**src/rtl/multicycle_controller.sv**
```systemverilog
// multicycle_controller
//   Multi-cycle control unit for the MIPS-31 datapath. Decodes op/funct
//   once per instruction and sequences FETCH, DECODE, EXEC, MEM and WB.
//   Waits for instruction and data memories that may stall. Flags
//   undecodable instructions and memory timeouts.
//
// Parameters
//   TIMEOUT  maximum wait cycles on imem_ready/dmem_ready (0 = no timeout)
//   RET_W    width of the retired-instruction counter
//
// Ports
//   clk, rst            clock, asynchronous active-high reset
//   op, funct           instruction fields from IR
//   Z                   ALU zero flag (sampled in EXEC)
//   imem_ready          instruction word valid this cycle
//   dmem_ready          data access completes this cycle
//   imem_req, ir_W      fetch request, IR load strobe
//   pc_W, pc_src        PC write enable and next-PC select
//   dmem_R, dmem_W      data memory read/write
//   reg_W, reg_dst      regfile write enable, destination select
//   wb_src              write-back source select
//   alu_a_sa, alu_b_imm ALU operand selects
//   ext                 one-hot extender select
//   aluc                ALU operation
//   state               current FSM state (debug)
//   illegal             one-cycle pulse on an undecodable instruction
//   fault               sticky memory-timeout flag
//   retired             retired legal instruction count
module multicycle_controller #(
  parameter int TIMEOUT = 16,
  parameter int RET_W   = 32
) (
  input  logic             clk,
  input  logic             rst,
  input  logic [5:0]       op,
  input  logic [5:0]       funct,
  input  logic             Z,
  input  logic             imem_ready,
  input  logic             dmem_ready,
  output logic             imem_req,
  output logic             ir_W,
  output logic             pc_W,
  output logic [1:0]       pc_src,
  output logic             dmem_R,
  output logic             dmem_W,
  output logic             reg_W,
  output logic [1:0]       reg_dst,
  output logic [1:0]       wb_src,
  output logic             alu_a_sa,
  output logic             alu_b_imm,
  output logic [4:0]       ext,
  output logic [3:0]       aluc,
  output logic [2:0]       state,
  output logic             illegal,
  output logic             fault,
  output logic [RET_W-1:0] retired
);

  typedef enum logic [2:0] {
    S_FETCH  = 3'd0,
    S_DECODE = 3'd1,
    S_EXEC   = 3'd2,
    S_MEM    = 3'd3,
    S_WB     = 3'd4,
    S_FAULT  = 3'd7
  } state_t;

  typedef enum logic [3:0] {
    C_RALU, C_SHIFT, C_IALU, C_LUI, C_LW, C_SW,
    C_BEQ, C_BNE, C_J, C_JAL, C_JR, C_ILL
  } cls_t;

  typedef struct packed {
    cls_t       cls;
    logic [3:0] aluc;
    logic [4:0] ext;
    logic       a_sa;
    logic       b_imm;
  } dec_t;

  localparam logic [4:0] EXT1   = 5'b00001;
  localparam logic [4:0] EXT5   = 5'b00010;
  localparam logic [4:0] EXT16  = 5'b00100;
  localparam logic [4:0] SEXT16 = 5'b01000;
  localparam logic [4:0] SEXT18 = 5'b10000;

  localparam int CNT_W = (TIMEOUT > 1) ? $clog2(TIMEOUT) : 1;
  localparam logic [CNT_W-1:0] TO_LAST = CNT_W'((TIMEOUT > 0) ? TIMEOUT - 1 : 0);

  // slti/sltiu use two extenders at once: S_Ext16 on the immediate and
  // Ext1 on the compare result, so ext carries both bits for them.
  function automatic dec_t decode(input logic [5:0] op_i, input logic [5:0] fn_i);
    dec_t d;
    d.cls   = C_ILL;
    d.aluc  = 4'b0000;
    d.ext   = 5'b00000;
    d.a_sa  = 1'b0;
    d.b_imm = 1'b0;
    if (op_i == 6'h00) begin
      d.cls = C_RALU;
      case (fn_i)
        6'h20: d.aluc = 4'b0010;
        6'h21: d.aluc = 4'b0000;
        6'h22: d.aluc = 4'b0011;
        6'h23: d.aluc = 4'b0001;
        6'h24: d.aluc = 4'b0100;
        6'h25: d.aluc = 4'b0101;
        6'h26: d.aluc = 4'b0110;
        6'h27: d.aluc = 4'b0111;
        6'h2A: begin d.aluc = 4'b1011; d.ext = EXT1; end
        6'h2B: begin d.aluc = 4'b1010; d.ext = EXT1; end
        6'h00: begin d.cls = C_SHIFT; d.aluc = 4'b1110; d.ext = EXT5; d.a_sa = 1'b1; end
        6'h02: begin d.cls = C_SHIFT; d.aluc = 4'b1101; d.ext = EXT5; d.a_sa = 1'b1; end
        6'h03: begin d.cls = C_SHIFT; d.aluc = 4'b1100; d.ext = EXT5; d.a_sa = 1'b1; end
        6'h04: begin d.cls = C_SHIFT; d.aluc = 4'b1110; end
        6'h06: begin d.cls = C_SHIFT; d.aluc = 4'b1101; end
        6'h07: begin d.cls = C_SHIFT; d.aluc = 4'b1100; end
        6'h08: d.cls = C_JR;
        default: d.cls = C_ILL;
      endcase
    end else begin
      d.b_imm = 1'b1;
      case (op_i)
        6'h08: begin d.cls = C_IALU; d.aluc = 4'b0010; d.ext = SEXT16; end
        6'h09: begin d.cls = C_IALU; d.aluc = 4'b0000; d.ext = SEXT16; end
        6'h0A: begin d.cls = C_IALU; d.aluc = 4'b1011; d.ext = SEXT16 | EXT1; end
        6'h0B: begin d.cls = C_IALU; d.aluc = 4'b1010; d.ext = SEXT16 | EXT1; end
        6'h0C: begin d.cls = C_IALU; d.aluc = 4'b0100; d.ext = EXT16; end
        6'h0D: begin d.cls = C_IALU; d.aluc = 4'b0101; d.ext = EXT16; end
        6'h0E: begin d.cls = C_IALU; d.aluc = 4'b0110; d.ext = EXT16; end
        6'h0F: begin d.cls = C_LUI;  d.aluc = 4'b1000; d.ext = EXT16; end
        6'h23: begin d.cls = C_LW;   d.aluc = 4'b0000; d.ext = SEXT16; end
        6'h2B: begin d.cls = C_SW;   d.aluc = 4'b0000; d.ext = SEXT16; end
        6'h04: begin d.cls = C_BEQ;  d.aluc = 4'b0001; d.ext = SEXT18; d.b_imm = 1'b0; end
        6'h05: begin d.cls = C_BNE;  d.aluc = 4'b0001; d.ext = SEXT18; d.b_imm = 1'b0; end
        6'h02: begin d.cls = C_J;    d.b_imm = 1'b0; end
        6'h03: begin d.cls = C_JAL;  d.b_imm = 1'b0; end
        default: begin d.cls = C_ILL; d.b_imm = 1'b0; end
      endcase
    end
    return d;
  endfunction

  state_t           state_q, state_d;
  dec_t             dec_now, dec_q;
  logic [CNT_W-1:0] wait_q;
  logic [RET_W-1:0] retired_q;
  logic             wait_hit;

  assign dec_now  = decode(op, funct);
  assign wait_hit = (TIMEOUT > 0) && (wait_q == TO_LAST);
  assign state    = state_q;
  assign retired  = retired_q;
  assign fault    = ~rst & (state_q == S_FAULT);

  always_ff @(posedge clk or posedge rst) begin
    if (rst) begin
      state_q   <= S_FETCH;
      dec_q     <= '0;
      wait_q    <= '0;
      retired_q <= '0;
    end else begin
      state_q <= state_d;
      if (state_q == S_DECODE) dec_q <= dec_now;
      // Counts cycles spent waiting in one state; any transition restarts it.
      if (state_d != state_q)
        wait_q <= '0;
      else if ((state_q == S_FETCH && !imem_ready) || (state_q == S_MEM && !dmem_ready))
        wait_q <= wait_q + 1'b1;
      if (pc_W && !illegal) retired_q <= retired_q + 1'b1;
    end
  end

  always_comb begin
    state_d   = state_q;
    imem_req  = 1'b0;
    ir_W      = 1'b0;
    pc_W      = 1'b0;
    pc_src    = 2'b00;
    dmem_R    = 1'b0;
    dmem_W    = 1'b0;
    reg_W     = 1'b0;
    reg_dst   = 2'b00;
    wb_src    = 2'b00;
    alu_a_sa  = 1'b0;
    alu_b_imm = 1'b0;
    ext       = 5'b00000;
    aluc      = 4'b0000;
    illegal   = 1'b0;
    // Every output stays low while reset is held, including imem_req.
    if (!rst) begin
      case (state_q)
        S_FETCH: begin
          imem_req = 1'b1;
          if (imem_ready) begin
            ir_W    = 1'b1;
            state_d = S_DECODE;
          end else if (wait_hit) begin
            state_d = S_FAULT;
          end
        end
        S_DECODE: begin
          if (dec_now.cls == C_ILL) begin
            illegal = 1'b1;
            pc_W    = 1'b1;
            state_d = S_FETCH;
          end else begin
            state_d = S_EXEC;
          end
        end
        S_EXEC: begin
          aluc      = dec_q.aluc;
          ext       = dec_q.ext;
          alu_a_sa  = dec_q.a_sa;
          alu_b_imm = dec_q.b_imm;
          case (dec_q.cls)
            C_LW, C_SW: state_d = S_MEM;
            C_BEQ, C_BNE: begin
              pc_W    = 1'b1;
              pc_src  = (((dec_q.cls == C_BEQ) && Z) || ((dec_q.cls == C_BNE) && !Z)) ? 2'b01 : 2'b00;
              state_d = S_FETCH;
            end
            C_J: begin
              pc_W    = 1'b1;
              pc_src  = 2'b10;
              state_d = S_FETCH;
            end
            C_JAL: begin
              pc_W    = 1'b1;
              pc_src  = 2'b10;
              reg_W   = 1'b1;
              reg_dst = 2'b10;
              wb_src  = 2'b10;
              state_d = S_FETCH;
            end
            C_JR: begin
              pc_W    = 1'b1;
              pc_src  = 2'b11;
              state_d = S_FETCH;
            end
            default: state_d = S_WB;
          endcase
        end
        S_MEM: begin
          if (dec_q.cls == C_LW) dmem_R = 1'b1;
          else                   dmem_W = 1'b1;
          if (dmem_ready) begin
            if (dec_q.cls == C_LW) begin
              state_d = S_WB;
            end else begin
              pc_W    = 1'b1;
              state_d = S_FETCH;
            end
          end else if (wait_hit) begin
            state_d = S_FAULT;
          end
        end
        S_WB: begin
          reg_W   = 1'b1;
          pc_W    = 1'b1;
          reg_dst = ((dec_q.cls == C_RALU) || (dec_q.cls == C_SHIFT)) ? 2'b00 : 2'b01;
          wb_src  = (dec_q.cls == C_LW) ? 2'b01 : 2'b00;
          state_d = S_FETCH;
        end
        S_FAULT: state_d = S_FAULT;
        default: state_d = S_FETCH;
      endcase
    end
  end

endmodule

```
**config.mk**
```make
export PLATFORM = sky130hd
export DESIGN_NAME = multicycle_controller
export DESIGN_NICKNAME = d
export VERILOG_FILES = /design/src/rtl/multicycle_controller.sv
export SDC_FILE = /design/constraint.sdc
export NUM_CORES = 1
export LEC_CHECK = 0
export ABC_CLOCK_PERIOD_IN_PS = 2100
export BUFFER_PORTS_ARGS = -buffer_cell sky130_fd_sc_hd__buf_2
export CORE_MARGIN = 3
export CORE_UTILIZATION = 25
export CTS_CLUSTER_DIAMETER = 30
export DETAILED_ROUTE_END_ITERATION = 8
export PLACE_DENSITY = 0.44
export SETUP_SLACK_MARGIN = 0.02
export SLEW_MARGIN = 20
export SYNTH_ARGS = -nofsm -noshare
export SYNTH_HDL_FRONTEND = slang
export SYNTH_SLANG_ARGS = --single-unit
export TNS_END_PERCENT = 1
```
**constraint.sdc**
```tcl
create_clock -name clk -period 2.1 [get_ports clk]
set_input_delay 0.315 -clock clk [delete_from_list [all_inputs] [get_ports clk]]
set_output_delay 0.315 -clock clk [all_outputs]
set_load 0.02 [all_outputs]
```
==> flow_results.xml, run 1 <==
<?xml version="1.0" encoding="UTF-8"?>
<metrics>
  <group name="outcome">
    <metric name="outcome" unit="">completed</metric>
  </group>
  <group name="logic_synthesis">
    <metric name="synth-warning-count" unit="">0</metric>
    <metric name="register_bit_count_reported_by_yosys" unit="">53</metric>
    <metric name="yosysSeqAreaShare" unit="%">40.0</metric>
    <metric name="yosysUniqueCellTypes" unit="">65</metric>
    <metric name="synth.largest_area_cell" unit="">dfrtp_1</metric>
    <metric name="synth_top_cell_area_share" unit="%">40.0</metric>
    <metric name="syn_area" unit="mm²">0.00331</metric>
    <metric name="leading_cell_type_by_number_of_instances_after_synthesis" unit="">dfrtp_1</metric>
    <metric name="synth.cells.most_frequent" unit="">53 x dfrtp_1, 33 x nand2_1, 21 x nor2_1, 21 x xnor2_1, 16 x a21oi_1</metric>
    <metric name="synth_fp_nets" unit="">374</metric>
    <metric name="synth_flop_cell" unit="">dfrtp_1</metric>
    <metric name="syn-mean-instance-area" unit="µm²">9.34</metric>
    <metric name="async_flop_share" unit="%">100</metric>
    <metric name="post_synth_main_area_contributors" unit="">dfrtp_1 40%, xnor2_1 5.5%, xor2_1 4.0%</metric>
    <metric name="synth-edff-count" unit="">0</metric>
    <metric name="synthCells" unit="">355</metric>
  </group>
  <group name="pwr">
    <metric name="switching_share" unit="%">35.6</metric>
    <metric name="overall_power_after_layout" unit="mW">3.11</metric>
    <metric name="power.net_switching" unit="mW">1.11</metric>
    <metric name="clockPowerShare" unit="%">26.4</metric>
    <metric name="power_leakage" unit="nW">2.09</metric>
    <metric name="peakVddDrop" unit="mV">0.247</metric>
    <metric name="p_seq_share" unit="%">40.7</metric>
    <metric name="p_int" unit="mW">2.00</metric>
    <metric name="power.combinational.fraction" unit="%">32.9</metric>
    <metric name="power_per_cell_area" unit="mW/mm²">724</metric>
  </group>
  <group name="cells_and_area">
    <metric name="syn2layout_area_growth" unit="%">29.6</metric>
    <metric name="seqCellArea" unit="mm²">0.00133</metric>
    <metric name="multi_input_comb_area" unit="mm²">0.00189</metric>
    <metric name="drive_gt1_share" unit="%">33.8</metric>
    <metric name="post-route-util" unit="%">33.6</metric>
    <metric name="design_area" unit="mm²">0.00430</metric>
    <metric name="design.final.nets" unit="">473</metric>
    <metric name="antenna_cells_inserted" unit="">0</metric>
    <metric name="layout.filler_cells" unit="">1364</metric>
  </group>
  <group name="detailed_routing">
    <metric name="post_drt_wl_per_cell" unit="µm">14.1</metric>
    <metric name="detail_route.iter0.violations" unit="">115</metric>
    <metric name="route.detailed.vias_per_inst" unit="">4.75</metric>
    <metric name="detail-route-antenna-nets" unit="">0</metric>
    <metric name="drc" unit="">0</metric>
    <metric name="vias" unit="">2981</metric>
    <metric name="detail_route.wirelength" unit="µm">8830</metric>
    <metric name="detailedRoute.firstPassIterationCount" unit="">4</metric>
  </group>
  <group name="grt">
    <metric name="globalRoute.totalOverflow" unit="">0</metric>
    <metric name="antenna_found_initial" unit="">0</metric>
    <metric name="grt_pass1_vias" unit="">2914</metric>
    <metric name="pin_count_of_the_biggest_net_entering_global_routing" unit="">54</metric>
    <metric name="grt_first_pass_wirelength" unit="µm">14800</metric>
    <metric name="track_usage" unit="%">12.2</metric>
  </group>
  <group name="floorplan">
    <metric name="boundaryPins" unit="">77</metric>
    <metric name="fp.dieW" unit="µm">121</metric>
    <metric name="die_area" unit="mm²">0.0147</metric>
    <metric name="floorplan.initialDensity" unit="%">25.9</metric>
    <metric name="num_rows" unit="">41</metric>
    <metric name="die_h" unit="µm">121</metric>
    <metric name="coreArea" unit="mm²">0.0128</metric>
  </group>
  <group name="timing">
    <metric name="rsz0062_at_grt" unit="">yes</metric>
    <metric name="max_slew.worst_pin.slew" unit="ns">0.705</metric>
    <metric name="max_slew_violations" unit="">0</metric>
    <metric name="setup_viol" unit="">0</metric>
    <metric name="finalHoldViolations" unit="">0</metric>
    <metric name="period_share" unit="%">98.5</metric>
    <metric name="worst_clock_skew" unit="ns">0.00927</metric>
    <metric name="final.min_clock_period" unit="ns">2.07</metric>
    <metric name="maxClockFrequency" unit="MHz">484</metric>
    <metric name="relSlewSlack" unit="%">53.0</metric>
    <metric name="timing.hold.ws" unit="ns">0.360</metric>
    <metric name="fin_tns_setup" unit="ns">0</metric>
  </group>
  <group name="cts">
    <metric name="tritoncts.num_buffers" unit="">5</metric>
    <metric name="clk_path_buf_depth" unit="">2</metric>
    <metric name="ctsHtreeMaxLevel" unit="">2</metric>
    <metric name="worst_path_clk_slew" unit="ns">0.07</metric>
    <metric name="clockRootBuffer" unit="">clkbuf_16</metric>
    <metric name="worst_skew_pair.late_latency" unit="ns">0.29</metric>
    <metric name="clock-sinks" unit="">53</metric>
    <metric name="tritoncts_clock_tree" unit="">built</metric>
  </group>
  <group name="placement">
    <metric name="post_dp_cell_area" unit="mm²">0.00405</metric>
    <metric name="place.gp.congestion" unit="">0.857</metric>
    <metric name="io_buffer_count" unit="">76</metric>
    <metric name="dp.final_hpwl" unit="µm">6670</metric>
  </group>
  <group name="min_path">
    <metric name="type_of_the_most_critical_hold_path" unit="">input pin to register</metric>
  </group>
  <group name="critical_path">
    <metric name="timing.critical_path.to_type" unit="">output port</metric>
    <metric name="critPathArrivalTime" unit="ns">1.75</metric>
    <metric name="critical_path_class" unit="">register to output port</metric>
    <metric name="crit_path_max_fanout" unit="">2</metric>
    <metric name="worstPathRequired" unit="ns">1.78</metric>
    <metric name="startpoint_type" unit="">register</metric>
  </group>
  <group name="job">
    <metric name="cap_viol_max_count" unit="">0</metric>
  </group>
</metrics>
## logic make-up (layout without fill, tap and decap cells)
logic type	Yosys count	count (layout)	share of synthesized area (%)
XOR/XNOR	36	36	9.51
buffers and inverters	30	130	4.91
adder cells (fa/ha/maj)	2	2	0.755
flip-flops	53	53	40.0
AO/OA/AOI/OAI	69	69	15.0
AND/OR/NAND/NOR	164	164	29.5
multiplexers	1	1	0.302
## per-layer routing
layer  track usage, %  wire length, µm  up-vias
met2             20.1             4160       58
li1                 -                -     1476
met3             2.10              376        2
met4             2.10               36        0
met1             17.2             4250     1445
met5                0                0        -
## cell usage in the layout (no fill, tap or decap), types with 12 or more instances in the layout
| cell | instances |
|---|---|
| a21oi_1 | 15 |
| and2_1 | 15 |
| buf_2 | 73 |
| buf_4 | 40 |
| dfrtp_1 | 52 |
| nand2_1 | 33 |
| nand3_1 | 14 |
| nand4_1 | 12 |
| nor2_1 | 20 |
| xnor2_1 | 21 |
| xor2_1 | 15 |
## critical path: stages (launching register included)
cell	delay [ns]
dfrtp_1	0.38
nor2b_2	0.16
nand2_1	0.11
or4_4	0.53
o21ai_2	0.15
buf_6	0.13
## metrics by stage
stage,setup WS (ns),cells
after global routing,-0.0878,627
after global placement,-0.0749,616
after detailed placement,-0.0821,616
after CTS,0.0104,627
after floorplan,-0.138,355
final,0.0320,627
## flip-flops by register name, summed over array words and instances, names as in the netlist
register  cells
retired      32
dec_q        14
wait_q        4
state         3
## power by group through the flow
stage | sequential [mW] | clock, mW | combinational [mW]
2_1_floorplan | 1.30 | 0 | 0.616
6_report | 1.27 | 0.819 | 1.02
4_1_cts | 1.26 | 0.860 | 1.02
3_3_place_gp | 1.27 | 0 | 0.972
3_5_place_dp | 1.28 | 0 | 0.981
5_1_grt | 1.29 | 0.886 | 1.14
## cell type report
class / instances / share of cell area, %
clock buffer: 6 / 3.00
clock inverter: 2 / 0.320
inverter: 7 / 0.699
multi-input combinational: 272 / 44.0
sequential: 53 / 30.9
tap: 172 / 5.01
timing repair buffer: 115 / 16.0
## worst paths after layout
check                          start          end  slack (ns)  cells past startpoint
hold / removal              funct[2]     dec_q[3]        0.36                      3
hold reg to reg             dec_q[3]     dec_q[3]        0.47                      2
setup / recovery            state[2]         pc_W        0.03                      5
setup reg to reg           dec_q[14]  retired[13]        0.16                      7
max in group asynchronous        rst    dec_q[14]        1.15                      4
min in group asynchronous        rst     state[0]        0.44                      4
## repair_timing
| action | CTS | global route |
|---|---|---|
| hold buffers | 0 | 0 |
| pin swaps | 2 | 2 |
| setup buffers | 3 | 0 |
| endpoints found under the setup margin | 5 | 40 |
| resized for setup | 10 | 9 |
Note: power is estimated with default switching activity, not from simulation.
==> run 2: changes to the inputs <==
--- a/config.mk
+++ b/config.mk
@@ -5,13 +5,14 @@
 export SDC_FILE = /design/constraint.sdc
 export NUM_CORES = 1
 export LEC_CHECK = 0
+export ABC_AREA = 1
 export ABC_CLOCK_PERIOD_IN_PS = 2100
-export BUFFER_PORTS_ARGS = -buffer_cell sky130_fd_sc_hd__buf_2
 export CORE_MARGIN = 3
-export CORE_UTILIZATION = 25
+export CORE_UTILIZATION = 64
 export CTS_CLUSTER_DIAMETER = 30
 export DETAILED_ROUTE_END_ITERATION = 8
-export PLACE_DENSITY = 0.44
+export DONT_BUFFER_PORTS = 1
+export PLACE_DENSITY = 0.81
 export SETUP_SLACK_MARGIN = 0.02
 export SLEW_MARGIN = 20
 export SYNTH_ARGS = -nofsm -noshare
==> run 2 against run 1 <==
  * Combinational power rose by 130%
  * Global-route usage rose by 14 points
  * Routed wire length rose by 2.4%
  * Critical path depth rose by 4
  * Largest cell class unchanged
==> flow_results.xml, run 2 <==
<?xml version="1.0" encoding="UTF-8"?>
<metrics>
  <group name="cts">
    <metric name="ctsHtreeMaxLevel" unit="">2</metric>
    <metric name="worst_path_clk_slew" unit="ns">0.09</metric>
    <metric name="tritoncts.num_buffers" unit="">5</metric>
    <metric name="clk_path_buf_depth" unit="">2</metric>
    <metric name="clockRootBuffer" unit="">clkbuf_8</metric>
    <metric name="worst_skew_pair.late_latency" unit="ns">0.31</metric>
    <metric name="tritoncts_clock_tree" unit="">built</metric>
    <metric name="clock-sinks" unit="">53</metric>
  </group>
  <group name="critical_path">
    <metric name="worstPathRequired" unit="ns">1.78</metric>
    <metric name="timing.critical_path.to_type" unit="">output port</metric>
    <metric name="critical_path.max_stage_delay" unit="ns">0.40</metric>
    <metric name="critPathArrivalTime" unit="ns">1.73</metric>
    <metric name="cp_top_family" unit="">compound AO/OA/AOI/OAI gates</metric>
    <metric name="crit_chain" unit="">inv_2, nor2_1, o21ai_1, nand2_1, a21oi_2, o21ai_4, a21oi_2, nor2_1, buf_4</metric>
    <metric name="startpoint_type" unit="">register</metric>
    <metric name="critical_path_class" unit="">register to output port</metric>
    <metric name="timing.critical_path.buf_inv" unit="">2</metric>
    <metric name="crit_path_max_fanout" unit="">3</metric>
    <metric name="worst_path_max_delay_cell" unit="">dfrtp_1</metric>
  </group>
  <group name="cells_and_area">
    <metric name="layout_common_cells" unit="">129 x nand2_1, 76 x nor2_1, 70 x inv_1, 47 x dfrtp_1, 40 x buf_4</metric>
    <metric name="largest_reg_flops" unit="">32</metric>
    <metric name="drive_gt1_share" unit="%">17.9</metric>
    <metric name="layout.filler_cells" unit="">433</metric>
    <metric name="post-route-util" unit="%">75.6</metric>
    <metric name="syn2layout_area_growth" unit="%">11.9</metric>
    <metric name="antenna_cells_inserted" unit="">0</metric>
    <metric name="design.final.nets" unit="">604</metric>
    <metric name="layout_commonest_cell" unit="">nand2_1</metric>
  </group>
  <group name="detailed_routing">
    <metric name="drc" unit="">0</metric>
    <metric name="vias" unit="">3665</metric>
    <metric name="route.detailed.vias_per_inst" unit="">5.57</metric>
    <metric name="detail_route.iter0.violations" unit="">234</metric>
    <metric name="post_drt_wl_per_cell" unit="µm">13.7</metric>
    <metric name="detail-route-antenna-nets" unit="">0</metric>
    <metric name="detailedRoute.firstPassIterationCount" unit="">5</metric>
    <metric name="detail_route.wirelength" unit="µm">9040</metric>
  </group>
  <group name="grt">
    <metric name="grt_first_pass_wirelength" unit="µm">15700</metric>
    <metric name="antenna_found_initial" unit="">0</metric>
    <metric name="pin_count_of_the_biggest_net_entering_global_routing" unit="">64</metric>
    <metric name="globalRoute.totalOverflow" unit="">0</metric>
    <metric name="grt_pass1_vias" unit="">3530</metric>
    <metric name="track_usage" unit="%">26.5</metric>
  </group>
  <group name="placement">
    <metric name="place.gp.congestion" unit="">0.924</metric>
    <metric name="io_buffer_count" unit="">0</metric>
    <metric name="dp.final_hpwl" unit="µm">7000</metric>
  </group>
  <group name="logic_synthesis">
    <metric name="synthCells" unit="">550</metric>
    <metric name="synth-compound-area-share" unit="%">12.0</metric>
    <metric name="post_synth_main_area_contributors" unit="">dfrtp_1 35%, nand2_1 13%, nor2_1 7.7%</metric>
    <metric name="synth_top_family_by_area" unit="">simple AND/OR/NAND/NOR gates</metric>
    <metric name="async_flop_share" unit="%">100</metric>
    <metric name="synth_flop_cell" unit="">dfrtp_1</metric>
    <metric name="leading_cell_type_by_number_of_instances_after_synthesis" unit="">nand2_1</metric>
    <metric name="syn-mean-instance-area" unit="µm²">6.94</metric>
    <metric name="syn_area" unit="mm²">0.00381</metric>
    <metric name="synth.largest_area_cell" unit="">dfrtp_1</metric>
    <metric name="arithmetic_cell_share_of_the_synthesized_area_counting_full_adders_half_adders_and_majority_gates" unit="%">0.656</metric>
    <metric name="yosysUniqueCellTypes" unit="">37</metric>
    <metric name="post_synth_and_or_nand_nor_area_fraction" unit="%">34.2</metric>
    <metric name="synth_top_cell_area_share" unit="%">34.8</metric>
    <metric name="yosysSeqAreaShare" unit="%">34.8</metric>
    <metric name="register_bit_count_reported_by_yosys" unit="">53</metric>
    <metric name="synthXorXnorAreaFrac" unit="%">7.35</metric>
    <metric name="synth_fp_nets" unit="">569</metric>
    <metric name="synth-edff-count" unit="">0</metric>
    <metric name="synth.area.mux_share" unit="%">0.262</metric>
    <metric name="synth.cells.most_frequent" unit="">129 x nand2_1, 78 x nor2_1, 73 x inv_1</metric>
    <metric name="synth-warning-count" unit="">0</metric>
  </group>
  <group name="timing">
    <metric name="worst_clock_skew" unit="ns">0.00768</metric>
    <metric name="max_slew_violations" unit="">0</metric>
    <metric name="period_share" unit="%">97.3</metric>
    <metric name="timing.hold.ws" unit="ns">0.220</metric>
    <metric name="finalHoldViolations" unit="">0</metric>
    <metric name="max_slew.worst_pin.slew" unit="ns">0.522</metric>
    <metric name="rsz0062_at_grt" unit="">yes</metric>
    <metric name="setup_viol" unit="">0</metric>
    <metric name="maxClockFrequency" unit="MHz">490</metric>
    <metric name="final.min_clock_period" unit="ns">2.04</metric>
    <metric name="relSlewSlack" unit="%">65.0</metric>
  </group>
  <group name="pwr">
    <metric name="overall_power_after_layout" unit="mW">5.09</metric>
    <metric name="peakVddDrop" unit="mV">0.773</metric>
    <metric name="power_leakage" unit="nW">1.98</metric>
    <metric name="power_per_cell_area" unit="mW/mm²">1190</metric>
  </group>
  <group name="job">
    <metric name="cap_viol_max_count" unit="">0</metric>
  </group>
  <group name="outcome">
    <metric name="outcome" unit="">completed</metric>
  </group>
  <group name="floorplan">
    <metric name="die_h" unit="µm">83.2</metric>
    <metric name="floorplan.initialDensity" unit="%">67.6</metric>
    <metric name="boundaryPins" unit="">77</metric>
    <metric name="die_area" unit="mm²">0.00692</metric>
    <metric name="fp.dieW" unit="µm">83.2</metric>
    <metric name="num_rows" unit="">27</metric>
    <metric name="coreArea" unit="mm²">0.00564</metric>
  </group>
  <group name="min_path">
    <metric name="type_of_the_most_critical_hold_path" unit="">input pin to register</metric>
  </group>
</metrics>
-- run 2: per-layer routing --
metal  up-vias  routed length, µm  track usage (%)
li1       1823                  -                -
met1      1689               3950             34.6
met2       139               4340             45.3
met3        14                640             5.85
met5         -                  0                0
met4         0                109             5.20
-- run 2: repair_timing --
action                                  4_1_cts  5_1_grt
endpoints found under the hold margin         3        0
hold buffers                                  1        0
endpoints found under the setup margin        2       17
buffers inserted                              1        2
pin swaps                                     2        4
resized for setup                             4       14
-- run 2: kinds of logic (layout without fill, tap and decap cells) --
group	Yosys count	after routing
mux	1	1
fa+ha+maj	2	2
flops	53	53
compound gates	78	78
buf+inv	95	131
simple gates	289	289
xor+xnor	32	32
-- run 2: final cells by class --
class	instances	area [µm²]	share of cell area, %
flip-flops and latches	53	1330	31.3
inverters	80	303	7.09
clock buffers	7	76.3	1.79
multi-input cells	402	2120	49.6
clock inverters	1	7.51	0.176
repair buffers	43	342	8.00
well taps	72	90.1	2.11
-- run 2: worst paths after layout --
check / start / to / slack (ns) / depth (start not counted)
setup / recovery: dec_q[14] / pc_W / 0.06 / 9
hold / removal: op[2] / dec_q[6] / 0.22 / 2
setup reg to reg: retired[15] / retired[26] / 0.22 / 10
hold reg to reg: dec_q[6] / dec_q[6] / 0.50 / 2
max in group asynchronous: rst / retired[14] / 1.01 / 3
min in group asynchronous: rst / state[2] / 0.39 / 2
-- run 2: where the power goes --
part,switching (mW),internal [mW]
Sequential,0.754,1.43
Combinational,1.41,0.914
Clock,0.342,0.237
Total,2.51,2.58
-- run 2: metrics by stage --
step / TNS (ns) / std cells / instance area (µm²) / setup slack (ns)
after global routing: -0.0222 / 658 / 4270 / -0.0145
after detailed placement: 0 / 646 / 4110 / 0.201
after CTS: 0 / 656 / 4210 / 0.0173
after floorplan: 0 / 550 / 3840 / 0.0476
final: 0 / 658 / 4270 / 0.0574
after global placement: 0 / 646 / 4110 / 0.235
==> run 3: changes to the inputs <==
--- a/config.mk
+++ b/config.mk
@@ -6,7 +6,8 @@
 export NUM_CORES = 1
 export LEC_CHECK = 0
 export ABC_AREA = 1
-export ABC_CLOCK_PERIOD_IN_PS = 2100
+export ABC_CLOCK_PERIOD_IN_PS = 2000
+export CAP_MARGIN = 20
 export CORE_MARGIN = 3
 export CORE_UTILIZATION = 64
 export CTS_CLUSTER_DIAMETER = 30
==> constraint.sdc (replaced) <==
create_clock -name clk -period 2 [get_ports clk]
set_input_delay 0.3 -clock clk [delete_from_list [all_inputs] [get_ports clk]]
set_output_delay 0.3 -clock clk [all_outputs]
set_load 0.02 [all_outputs]
==> run 3 against run 2 <==
  * Clock skew rose by 0.013 ns
  * Register-to-register slack got worse by 0.12 ns
  * Routed wire length is 10% higher
  * Critical path depth down 1
  * Largest power group unchanged
  * The run now ends with negative setup slack left
  * Total power grew 13%
==> flow_results.xml, run 3 (synthesis gave the netlist of run 2 again) <==
<?xml version="1.0" encoding="UTF-8"?>
<metrics>
  <group name="timing">
    <metric name="rsz0062_at_grt" unit="">yes</metric>
    <metric name="finalHoldViolations" unit="">0</metric>
    <metric name="worst_clock_skew" unit="ns">0.0207</metric>
    <metric name="max_slew.worst_pin.slew" unit="ns">0.426</metric>
    <metric name="timing.hold.ws" unit="ns">0.0494</metric>
    <metric name="max_slew_violations" unit="">0</metric>
    <metric name="period_share" unit="%">102</metric>
    <metric name="setup_viol" unit="">2</metric>
    <metric name="final.setup.worst_slack" unit="ns">-0.0489</metric>
    <metric name="maxClockFrequency" unit="MHz">488</metric>
    <metric name="relSlewSlack" unit="%">71.4</metric>
    <metric name="final.min_clock_period" unit="ns">2.05</metric>
  </group>
  <group name="min_path">
    <metric name="type_of_the_most_critical_hold_path" unit="">input pin to async pin</metric>
  </group>
  <group name="cells_and_area">
    <metric name="layout.filler_cells" unit="">413</metric>
    <metric name="antenna_cells_inserted" unit="">0</metric>
    <metric name="layout_common_cells" unit="">126 x nand2_1, 72 x nor2_1, 68 x inv_1, 60 x buf_4, 51 x dfrtp_1</metric>
    <metric name="design_area" unit="mm²">0.00446</metric>
    <metric name="layoutNonFillerInstCount" unit="">680</metric>
    <metric name="design.final.nets" unit="">626</metric>
    <metric name="syn2layout_area_growth" unit="%">17.0</metric>
    <metric name="largest_reg_flops" unit="">32</metric>
    <metric name="drive_gt1_share" unit="%">22.4</metric>
    <metric name="layout_commonest_cell" unit="">nand2_1</metric>
  </group>
  <group name="detailed_routing">
    <metric name="detailedRoute.firstPassIterationCount" unit="">5</metric>
    <metric name="route.detailed.vias_per_inst" unit="">5.66</metric>
    <metric name="detail-route-antenna-nets" unit="">0</metric>
    <metric name="post_drt_wl_per_cell" unit="µm">14.6</metric>
    <metric name="detail_route.wirelength" unit="µm">9960</metric>
    <metric name="drc" unit="">0</metric>
    <metric name="detail_route.iter0.violations" unit="">265</metric>
    <metric name="vias" unit="">3852</metric>
  </group>
  <group name="pwr">
    <metric name="overall_power_after_layout" unit="mW">5.73</metric>
    <metric name="power_per_cell_area" unit="mW/mm²">1280</metric>
    <metric name="power_leakage" unit="nW">2.10</metric>
    <metric name="peakVddDrop" unit="mV">1.01</metric>
  </group>
  <group name="outcome">
    <metric name="outcome" unit="">finished, violations left</metric>
    <metric name="violations" unit="">negative setup slack</metric>
  </group>
  <group name="critical_path">
    <metric name="setup.reg_to_reg.worst_slack" unit="ns">0.10</metric>
    <metric name="worst_path_max_delay_cell" unit="">dfrtp_1</metric>
    <metric name="crit_chain" unit="">inv_1, o21ai_2, nand2_1, a21oi_2, o21ai_4, a21oi_2, nor2_1, buf_4</metric>
    <metric name="timing.critical_path.buf_inv" unit="">2</metric>
    <metric name="timing.critical_path.to_type" unit="">output port</metric>
    <metric name="worstPathRequired" unit="ns">1.70</metric>
    <metric name="crit_top_cell" unit="">a21oi_2</metric>
    <metric name="rr_endpoint" unit="">retired[13]</metric>
    <metric name="crit_path_max_fanout" unit="">4</metric>
    <metric name="reg2reg_depth" unit="">10</metric>
    <metric name="startpoint_type" unit="">register</metric>
    <metric name="critical_path.max_stage_delay" unit="ns">0.39</metric>
    <metric name="cp_top_family" unit="">compound AO/OA/AOI/OAI gates</metric>
    <metric name="critical_path_class" unit="">register to output port</metric>
    <metric name="critPathArrivalTime" unit="ns">1.75</metric>
    <metric name="regToRegStartpoint" unit="">dec_q[11]</metric>
  </group>
  <group name="cts">
    <metric name="tritoncts_clock_tree" unit="">built</metric>
    <metric name="clockRootBuffer" unit="">clkbuf_8</metric>
    <metric name="tritoncts.num_buffers" unit="">5</metric>
    <metric name="clock-sinks" unit="">53</metric>
    <metric name="worst_skew_pair.late_latency" unit="ns">0.32</metric>
    <metric name="worst_path_clk_slew" unit="ns">0.11</metric>
    <metric name="ctsHtreeMaxLevel" unit="">2</metric>
    <metric name="clk_path_buf_depth" unit="">2</metric>
  </group>
  <group name="floorplan">
    <metric name="die_area" unit="mm²">0.00692</metric>
    <metric name="die_h" unit="µm">83.2</metric>
    <metric name="fp.dieW" unit="µm">83.2</metric>
    <metric name="boundaryPins" unit="">77</metric>
    <metric name="num_rows" unit="">27</metric>
    <metric name="floorplan.initialDensity" unit="%">67.6</metric>
    <metric name="coreArea" unit="mm²">0.00564</metric>
  </group>
  <group name="grt">
    <metric name="track_usage" unit="%">28.7</metric>
    <metric name="grt_first_pass_wirelength" unit="µm">16700</metric>
    <metric name="antenna_found_initial" unit="">0</metric>
    <metric name="grt_pass1_vias" unit="">3750</metric>
    <metric name="pin_count_of_the_biggest_net_entering_global_routing" unit="">38</metric>
    <metric name="globalRoute.totalOverflow" unit="">0</metric>
  </group>
  <group name="job">
    <metric name="cap_viol_max_count" unit="">0</metric>
  </group>
  <group name="placement">
    <metric name="dp.final_hpwl" unit="µm">7290</metric>
    <metric name="io_buffer_count" unit="">0</metric>
    <metric name="post_dp_cell_area" unit="mm²">0.00421</metric>
    <metric name="dpl.cell_count" unit="">660</metric>
    <metric name="place.gp.congestion" unit="">0.929</metric>
  </group>
</metrics>
-- run 3: changes by cell type in the layout (fill, tap and decap cells not counted), sizes merged --
cell / previous run / this run
dlygate4sd3: 1 / 3
clkbuf: 7 / 6
clkinvlp: 1 / 0
clkinv: 0 / 1
inv: 80 / 81
buf: 42 / 62
-- run 3: power by group --
group,internal (mW),switching [mW],total (mW)
clock,0.251,0.369,0.620
combinational,1.18,1.77,2.96
sequential,1.49,0.662,2.15
-- run 3: area by class of cell --
| class | instances | area [µm²] | share of cell area [%] |
|---|---|---|---|
| clock buffer | 6 | 72.6 | 1.63 |
| clock inverter | 2 | 13.8 | 0.308 |
| inverter | 80 | 300 | 6.73 |
| multi-input combinational | 402 | 2150 | 48.1 |
| sequential | 53 | 1330 | 29.8 |
| tap | 72 | 90.1 | 2.02 |
| timing repair buffer | 65 | 512 | 11.5 |
-- run 3: per-layer routing --
metal	GRT usage, %	up-vias	share of wire, %
li1	-	1867	-
met3	6.65	26	7.4
met1	36.2	1765	42
met5	0	-	0
met2	48.6	194	48
met4	9.21	0	2.2
-- run 3: timing repair --
action,CTS,global route
hold buffers,3,0
endpoints found under the setup margin,14,37
resized for setup,12,15
setup buffers,9,0
pin swaps,3,0
hold endpoints to repair,5,0
-- run 3: how the worst max path moves through the flow --
stage,from,end,slack (ns),depth (start not counted)
floorplan,rst,wb_src[1],0.03,6
global placement,dec_q[12],pc_W,0.19,8
global route,dec_q[11],pc_W,-0.08,8
CTS,state[1],illegal,0.002,6
finish,dec_q[11],pc_W,-0.05,8
detailed placement,dec_q[12],pc_W,0.04,8
-- run 3: metrics by stage --
step	utilization [%]	worst slack [ns]	TNS [ns]
after global placement	74.6	0.194	0
after detailed placement	74.6	0.0416	0
after CTS	78.5	0.00187	0
after global routing	79.1	-0.0751	-0.185
after floorplan	-	0.0271	0
final	79.1	-0.0489	-0.0647
